`src/rtl/uart_rx_ctrl.sv`:
```
// rtl/uart_rx_ctrl.sv - receive FIFO and 4-phase read server for the TinyBF input path
module uart_rx_ctrl #(
    parameter int          FIFO_AW       = 2,
    parameter logic [15:0] TIMEOUT_TICKS = 16'd0
) (
    input  logic               clk_i,
    input  logic               rst_i,
    input  logic               baud_tick_16x_i,
    input  logic [7:0]         rx_data_i,
    input  logic               rx_valid_i,
    input  logic               rx_busy_i,
    input  logic               rd_req_i,
    output logic               rd_ack_o,
    output logic [7:0]         rd_data_o,
    output logic               rd_timeout_o,
    input  logic               flush_i,
    input  logic               clr_err_i,
    output logic               overrun_o,
    output logic [FIFO_AW:0]   level_o,
    output logic               rx_active_o
);

    localparam int                 DEPTH   = 1 << FIFO_AW;
    localparam logic [FIFO_AW-1:0] PTR_ONE = FIFO_AW'(1);
    localparam logic [FIFO_AW:0]   CNT_ONE = (FIFO_AW + 1)'(1);

    typedef enum logic [1:0] {
        S_IDLE,
        S_WAIT,
        S_ACK,
        S_DONE
    } state_t;

    state_t             state;
    logic [7:0]         mem [DEPTH];
    logic [FIFO_AW-1:0] head;
    logic [FIFO_AW-1:0] tail;
    logic [15:0]        tmo_cnt;

    logic               empty;
    logic               full;
    logic               avail;
    logic               pop;
    logic               push;
    logic               drop;
    logic               tmo_hit;
    logic [FIFO_AW:0]   count_nxt;

    // Occupancy is level_o itself; it can only reach DEPTH, so its MSB marks full.
    assign empty   = (level_o == '0);
    assign full    = level_o[FIFO_AW];
    // A flush in the same cycle hides the FIFO contents from the reader.
    assign avail   = !empty && !flush_i;
    assign pop     = avail && rd_req_i && ((state == S_IDLE) || (state == S_WAIT));
    assign push    = rx_valid_i && !flush_i && (!full || pop);
    assign drop    = rx_valid_i && !flush_i && full && !pop;
    assign tmo_hit = (TIMEOUT_TICKS != 16'd0) && (tmo_cnt >= TIMEOUT_TICKS);

    // Next occupancy: flush empties, otherwise push and pop cancel out.
    always_comb begin
        count_nxt = level_o;
        if (flush_i) begin
            count_nxt = '0;
        end else if (push && !pop) begin
            count_nxt = level_o + CNT_ONE;
        end else if (pop && !push) begin
            count_nxt = level_o - CNT_ONE;
        end
    end

    // Byte storage; contents are don't-care until written, so no reset.
    always_ff @(posedge clk_i) begin
        if (push) begin
            mem[tail] <= rx_data_i;
        end
    end

    // Pointers, occupancy, activity and sticky overrun.
    always_ff @(posedge clk_i or negedge rst_i) begin
        if (!rst_i) begin
            head        <= '0;
            tail        <= '0;
            level_o     <= '0;
            rx_active_o <= 1'b0;
            overrun_o   <= 1'b0;
        end else begin
            if (flush_i) begin
                head <= '0;
                tail <= '0;
            end else begin
                if (push) begin
                    tail <= tail + PTR_ONE;
                end
                if (pop) begin
                    head <= head + PTR_ONE;
                end
            end
            level_o     <= count_nxt;
            rx_active_o <= rx_busy_i || (count_nxt != '0);
            if (drop) begin
                overrun_o <= 1'b1;
            end else if (clr_err_i) begin
                overrun_o <= 1'b0;
            end
        end
    end

    // Read handshake FSM with its registered outputs and the idle-line timer.
    always_ff @(posedge clk_i or negedge rst_i) begin
        if (!rst_i) begin
            state        <= S_IDLE;
            tmo_cnt      <= 16'd0;
            rd_ack_o     <= 1'b0;
            rd_data_o    <= 8'h00;
            rd_timeout_o <= 1'b0;
        end else begin
            case (state)
                S_IDLE: begin
                    if (rd_req_i) begin
                        if (avail) begin
                            rd_data_o    <= mem[head];
                            rd_timeout_o <= 1'b0;
                            rd_ack_o     <= 1'b1;
                            state        <= S_ACK;
                        end else begin
                            tmo_cnt <= 16'd0;
                            state   <= S_WAIT;
                        end
                    end
                end
                S_WAIT: begin
                    if (!rd_req_i) begin
                        state <= S_IDLE;
                    end else if (avail) begin
                        rd_data_o    <= mem[head];
                        rd_timeout_o <= 1'b0;
                        rd_ack_o     <= 1'b1;
                        state        <= S_ACK;
                    end else if (tmo_hit) begin
                        rd_data_o    <= 8'h00;
                        rd_timeout_o <= 1'b1;
                        rd_ack_o     <= 1'b1;
                        state        <= S_ACK;
                    end else if (rx_busy_i) begin
                        tmo_cnt <= 16'd0;
                    end else if (baud_tick_16x_i && (tmo_cnt != 16'hFFFF)) begin
                        tmo_cnt <= tmo_cnt + 16'd1;
                    end
                end
                S_ACK: begin
                    state <= S_DONE;
                end
                S_DONE: begin
                    if (!rd_req_i) begin
                        rd_ack_o     <= 1'b0;
                        rd_timeout_o <= 1'b0;
                        state        <= S_IDLE;
                    end
                end
                default: state <= S_IDLE;
            endcase
        end
    end

endmodule

```
`config.mk`:
```
export PLATFORM = sky130hd
export DESIGN_NAME = uart_rx_ctrl
export DESIGN_NICKNAME = d
export VERILOG_FILES = /design/src/rtl/uart_rx_ctrl.sv
export SDC_FILE = /design/constraint.sdc
export NUM_CORES = 1
export LEC_CHECK = 0
export BUFFER_PORTS_ARGS = -buffer_cell sky130_fd_sc_hd__buf_2
export CAP_MARGIN = 10
export CELL_PAD_IN_SITES_DETAIL_PLACEMENT = 0
export CELL_PAD_IN_SITES_GLOBAL_PLACEMENT = 1
export CORE_MARGIN = 4
export CORE_UTILIZATION = 42
export CTS_CLUSTER_DIAMETER = 50
export DETAILED_ROUTE_END_ITERATION = 8
export GPL_ROUTABILITY_DRIVEN = 0
export GPL_TIMING_DRIVEN = 0
export MAX_ROUTING_LAYER = met4
export PLACE_DENSITY = 0.87
export SYNTH_ARGS = -nofsm -noshare
export SYNTH_HDL_FRONTEND = slang
export SYNTH_SLANG_ARGS = --single-unit
export TNS_END_PERCENT = 20
```
`constraint.sdc`:
```
create_clock -name clk_i -period 2.47 [get_ports clk_i]
set_input_delay 0.1235 -clock clk_i [delete_from_list [all_inputs] [get_ports clk_i]]
set_output_delay 0.1235 -clock clk_i [all_outputs]
set_load 0.02 [all_outputs]
```
=== After elaboration in Yosys (flattened, before gate mapping) ===
Memories as Yosys holds them, arrays and structs flattened. A register that Yosys moved wholly into a read port is not among the register bits.
Cells that the tools add are included.

* $add $sub $neg: 4
* Equality and inequality tests: 8
* Multiplexer cells: 24
* Reductions and logical operators: 29

{| class="wikitable"
|+ Operator list
! cell !! count
|-
| 2-bit 2-to-1 mux || 9
|-
| 1-bit logical AND || 9
|-
| 1-bit 2-to-1 mux || 9
|-
| 3-bit 2-to-1 mux || 3
|-
| 2-bit case mux with 4 select lines || 1
|-
| 2-bit nonzero test || 4
|-
| 1-bit zero test || 6
|-
| 3-bit AND reduction || 2
|-
| 2-bit by 1-bit adder with 2-bit output, second input constant || 2
|-
| 2-bit equality test, second input constant || 2
|-
| 2-bit by 1-bit inequality test with 1-bit output, second input constant || 2
|-
| 2-bit inequality test, second input constant || 2
|-
| 1-bit case mux with 2 select lines || 2
|-
| 4-bit AND reduction || 1
|-
| 3-bit by 1-bit adder with 3-bit output, second input constant || 1
|-
| 3-bit zero test || 1
|-
| 1-bit logical OR || 3
|-
| 3-bit inequality test, second input constant || 1
|-
| 3-bit nonzero test || 1
|-
| 3-bit by 1-bit subtractor with 3-bit output, second input constant || 1
|-
| 2-bit by 1-bit equality test with 1-bit output, second input constant || 1
|-
| 2-bit zero test || 1
|-
| 2-bit OR reduction || 1
|}

* Register bits after elaboration: 13
* Memory bits (writable): 32
* Input bits: 16
* Output and inout port bits: 15
* Word-level logic and storage cells: 74
* Memories kept: 1

{| class="wikitable"
|+ Memories
! name !! words !! bits a word !! rd ports !! clocked after memory_dff !! write ports !! line !! RTL
|-
| mem || 4 || 8 || 1 || 1 || 1 || 35 || <nowiki>logic [7:0] mem [DEPTH];</nowiki>
|}

=== Depth between registers and ports, before layout ===
* Word-level depth: 14
* Mapped depth: 8
* Gate-level depth less buffers: 7

=== Worst setup path before layout ===
No wires, ideal clock.

* Path kind: flip-flop to flip-flop
* Start: register level_o[0]
* End: memory mem[1][0], enable pin
* Library setup time: 0.332 ns
* Data arrival time: 2.281 ns
* Data required time: 2.138 ns
* Path slack: -0.142 ns
* Cell stages (with the launch flop): 8
* Buffers on the path: 1
* Period minus slack after synthesis: 2.612 ns
* Path through: dfrtp_1 -> inv_1 -> ha_1 -> nor2b_2 -> or4b_4 -> clkbuf_1 -> a21oi_1 -> and2_1

* Word-level cells in the longest chain between the ends: 9

{| class="wikitable"
|+ Ends and longest elaborated chain
! element !! line !! RTL
|-
| start: declaration || 19 || <nowiki>output logic [FIFO_AW:0] level_o,</nowiki>
|-
| start signal: assignment || 98 || <nowiki>level_o <= count_nxt;</nowiki>
|-
| 3-bit zero test || 50 || <nowiki>assign empty = (level_o == '0);</nowiki>
|-
| 1-bit zero test || 53 || <nowiki>assign avail = !empty && !flush_i;</nowiki>
|-
| 1-bit logical AND || 53 ||
|-
| 1-bit logical AND (2 in series) || 54 || <nowiki>assign pop = avail && rd_req_i && ((state == S_IDLE) || (state == S_WAIT));</nowiki>
|-
| 1-bit logical OR || 55 || <nowiki>assign push = rx_valid_i && !flush_i && (!full || pop);</nowiki>
|-
| 1-bit logical AND || 55 ||
|-
| 1-bit 2-to-1 mux || 73 || <nowiki>if (push) begin</nowiki>
|-
| 1-bit 2-to-1 mux (not written as such) || 74 || <nowiki>mem[tail] <= rx_data_i;</nowiki>
|-
| end: declaration || 35 ||
|}

No other way between the ends.

=== Final worst setup path ===
Ends and elaborated chain as after synthesis.

==> results.md <==
* Share of cells above drive strength 1 at 0.309
* Final WL at roughly 3600 um
* Data required, critical path at 2.48 ns
* Die Ht at about 80 um
* Syn Inst Count at 152
* Initial core utilization at 0.448
* Final Skew at 0.00702 ns
* Initial antenna violation count at 0
* Core Rows at 25
* Initial DRC Count at 66
* Placed insts at 246
* Grt peak-use layer: met2
* Final Cycle Share at 0.946
* Core Box Area at 0.00488 mm^2
* Detailed-route DRC error count at 0
* Outcome: finished, final reports clean
* Final Setup Violations at 0
* Worst EP arrival at 2.34 ns
* WL/cell at 13.8 um
* Post-DP HPWL at 2620 um
* Worst path top cell family by delay: simple AND/OR/NAND/NOR gates
* Critical path class: flip-flop to flip-flop
* Post-route ant nets at 0
* Clk sink count at 52
* Crit path max fanout at 8
* Most common library cell in the layout ignoring fill and taps: edfxtp_1
* Worst slew pin tran at 0.797 ns
* Mapped Avg Cell Area at 14.4 um^2
* Vias in the first global route at 1,246
* Vias at 1,249
* Non-Filler Instances at 258
* Unrepaired setup endpoints after global routing: false
* Post-Syn Area at 0.00219 mm^2
* Critical path's largest stage delay at 0.58 ns
* LEAKAGE at roughly 1 nW
* Die width at about 80 um
* Longest Clk Path Bufs at 2
* Design Power at roughly 2.2 mW
* Register area share after synthesis at 0.669
* Most frequent cells in the layout: edfxtp_1 (32), nand2_1 (29), buf_2 (27), dfrtp_1 (20), nor2_1 (11)
* Final slew viol count at 0
* Worst IR Drop VDD at 340 uV
* Synth Net Count at 175
* Asr flop ratio synth at 0.385
* Reg clk slew, reported paths at 0.09 ns
* Met3 usage at 0.0235
* Tmin final at 2.34 ns
* Fmax at 428 MHz
* Fin nets at 213
* First drt pass iteration count at 4
* Die ar. at 0.00642 mm^2
* Num ports at 31
* Total GRT Usage at 0.130
* Yosys reg bits at 52
* Global Route met2 Usage at 0.190
* Crit path capture type: flip-flop
* CP cell instances: inv_1 > ha_1 > nor2b_2 > or4b_4 > buf_4 > a21oi_4 > and2_4
* CTS tree: done
* Power density cells at 863 mW/mm^2
* Final Instance Area at about 0.0026 mm^2
* Routed vias/inst at approximately 4.8
* Htree depth at 2
* Ys flop type: edfxtp_1
* Setup TNS at 0 ns
* Final worst setup slack at 0.132 ns
* Worst path slowest cell: or4b_4
* Relative slew margins at 0.469
* Hold Path Class: input port to flip-flop
* Skew-Pair Late Insertion Delay at 0.30 ns
* Crit path buf inv count at 2
* # diodes at 0
* Pre-CTS setup slack at -0.141 ns
* Root Driver: clkbuf_8
* Total CTS buffers at 5
* Placed cell areas at approximately 0.0024 mm^2
* # fillers at 418
* Global-route wire length before repair at just over 6000 um
* Port Buffers at 27
* Utilization after layout at 0.525
* Worst Hold Slack at 0.0162 ns
* Synth warn at 0
* EDFF count, synth at 32
* CP startpoint kind: flip-flop
* Synth unique cells at 35
* Largest net degree at the start of global routing at 21
* Max Cap Viol at 0
* Syn-to-layout area delta at 17.1%
* Met1 Track Usage GR at 0.177
* Final Hold Viols at 0
* Overflow after GRT at 0
==> worst paths after layout <==
kind	from	endpoint	slack (ns)	cells after the start
max in group asynchronous	rst_i	tail[0]	1.88	2
min reg2reg	rd_data_o[0]	rd_data_o[0]	0.48	2
max reg2reg	level_o[0]	mem[1][0]	0.13	7
max	level_o[0]	mem[1][0]	0.13	7
min	clr_err_i	overrun_o	0.02	2
min in group asynchronous	rst_i	head[1]	0.29	2
==> cells by family after synthesis <==
kind of cell | count (synthesis) | synth area share
adders and majority gates | 7 | 0.0401
other | 1 | 0.00172
DFF | 52 | 0.669
AOI/OAI and AO/OA | 10 | 0.0315
xor gates and xnor gates | 4 | 0.0160
muxes | 10 | 0.0922
and+or+nand+nor | 55 | 0.126
buffers and inverters | 13 | 0.0240
==> state kept, by name, indices dropped and copies added (netlist names) <==
name / count
tail: 2
state: 2
overrun_o: 1
head: 2
level_o: 3
rx_active_o: 1
rd_data_o: 8
mem: 32
rd_ack_o: 1
==> routing by layer <==
layer | vias up | wire, um
li1 | 613 | -
met1 | 607 | 1650
met2 | 21 | 1700
met3 | 8 | 119
met4 | 0 | 85
met5 | - | 0
==> layout make-up <==
class	instances	area, um^2	share of cell area
clock buffer	5	68.8	0.0269
buffer	6	26.3	0.0103
timing repair buffer	32	175	0.0684
multi-input combinational	87	699	0.273
tap	67	83.8	0.0327
inverter	6	22.5	0.00880
sequential	52	1460	0.571
clock inverter	3	22.5	0.00880
==> report_power, final <==
part           total, mW  internal (mW)  leakage (nW)  switching [mW]
registers           1.14           1.06         0.545          0.0799
logic              0.600          0.251         0.437           0.349
clock network      0.470          0.203        0.0485           0.267
total               2.21           1.51          1.03           0.696
==> cell usage after synthesis, types with 3 or more instances <==
cell / n / share of area
nand2_1: 29 / 0.050
edfxtp_1: 32 / 0.44
clkbuf_1: 5 / 0.0086
xnor2_1: 3 / 0.012
and2_1: 4 / 0.011
inv_1: 6 / 0.010
nor2_1: 11 / 0.019
ha_1: 7 / 0.040
mux4_2: 8 / 0.082
a21oi_1: 3 / 0.0069
dfrtp_1: 20 / 0.23
==> timing repair <==
item | in CTS | in global routing
pin swaps | 1 | 1
setup buffers | 0 | 4
hold buffers | 1 | 0
resized for setup | 5 | 1
endpoints found under the setup margin | 32 | 1
endpoints found under the hold margin | 20 | 0
Power figures use the tool's default switching activity.
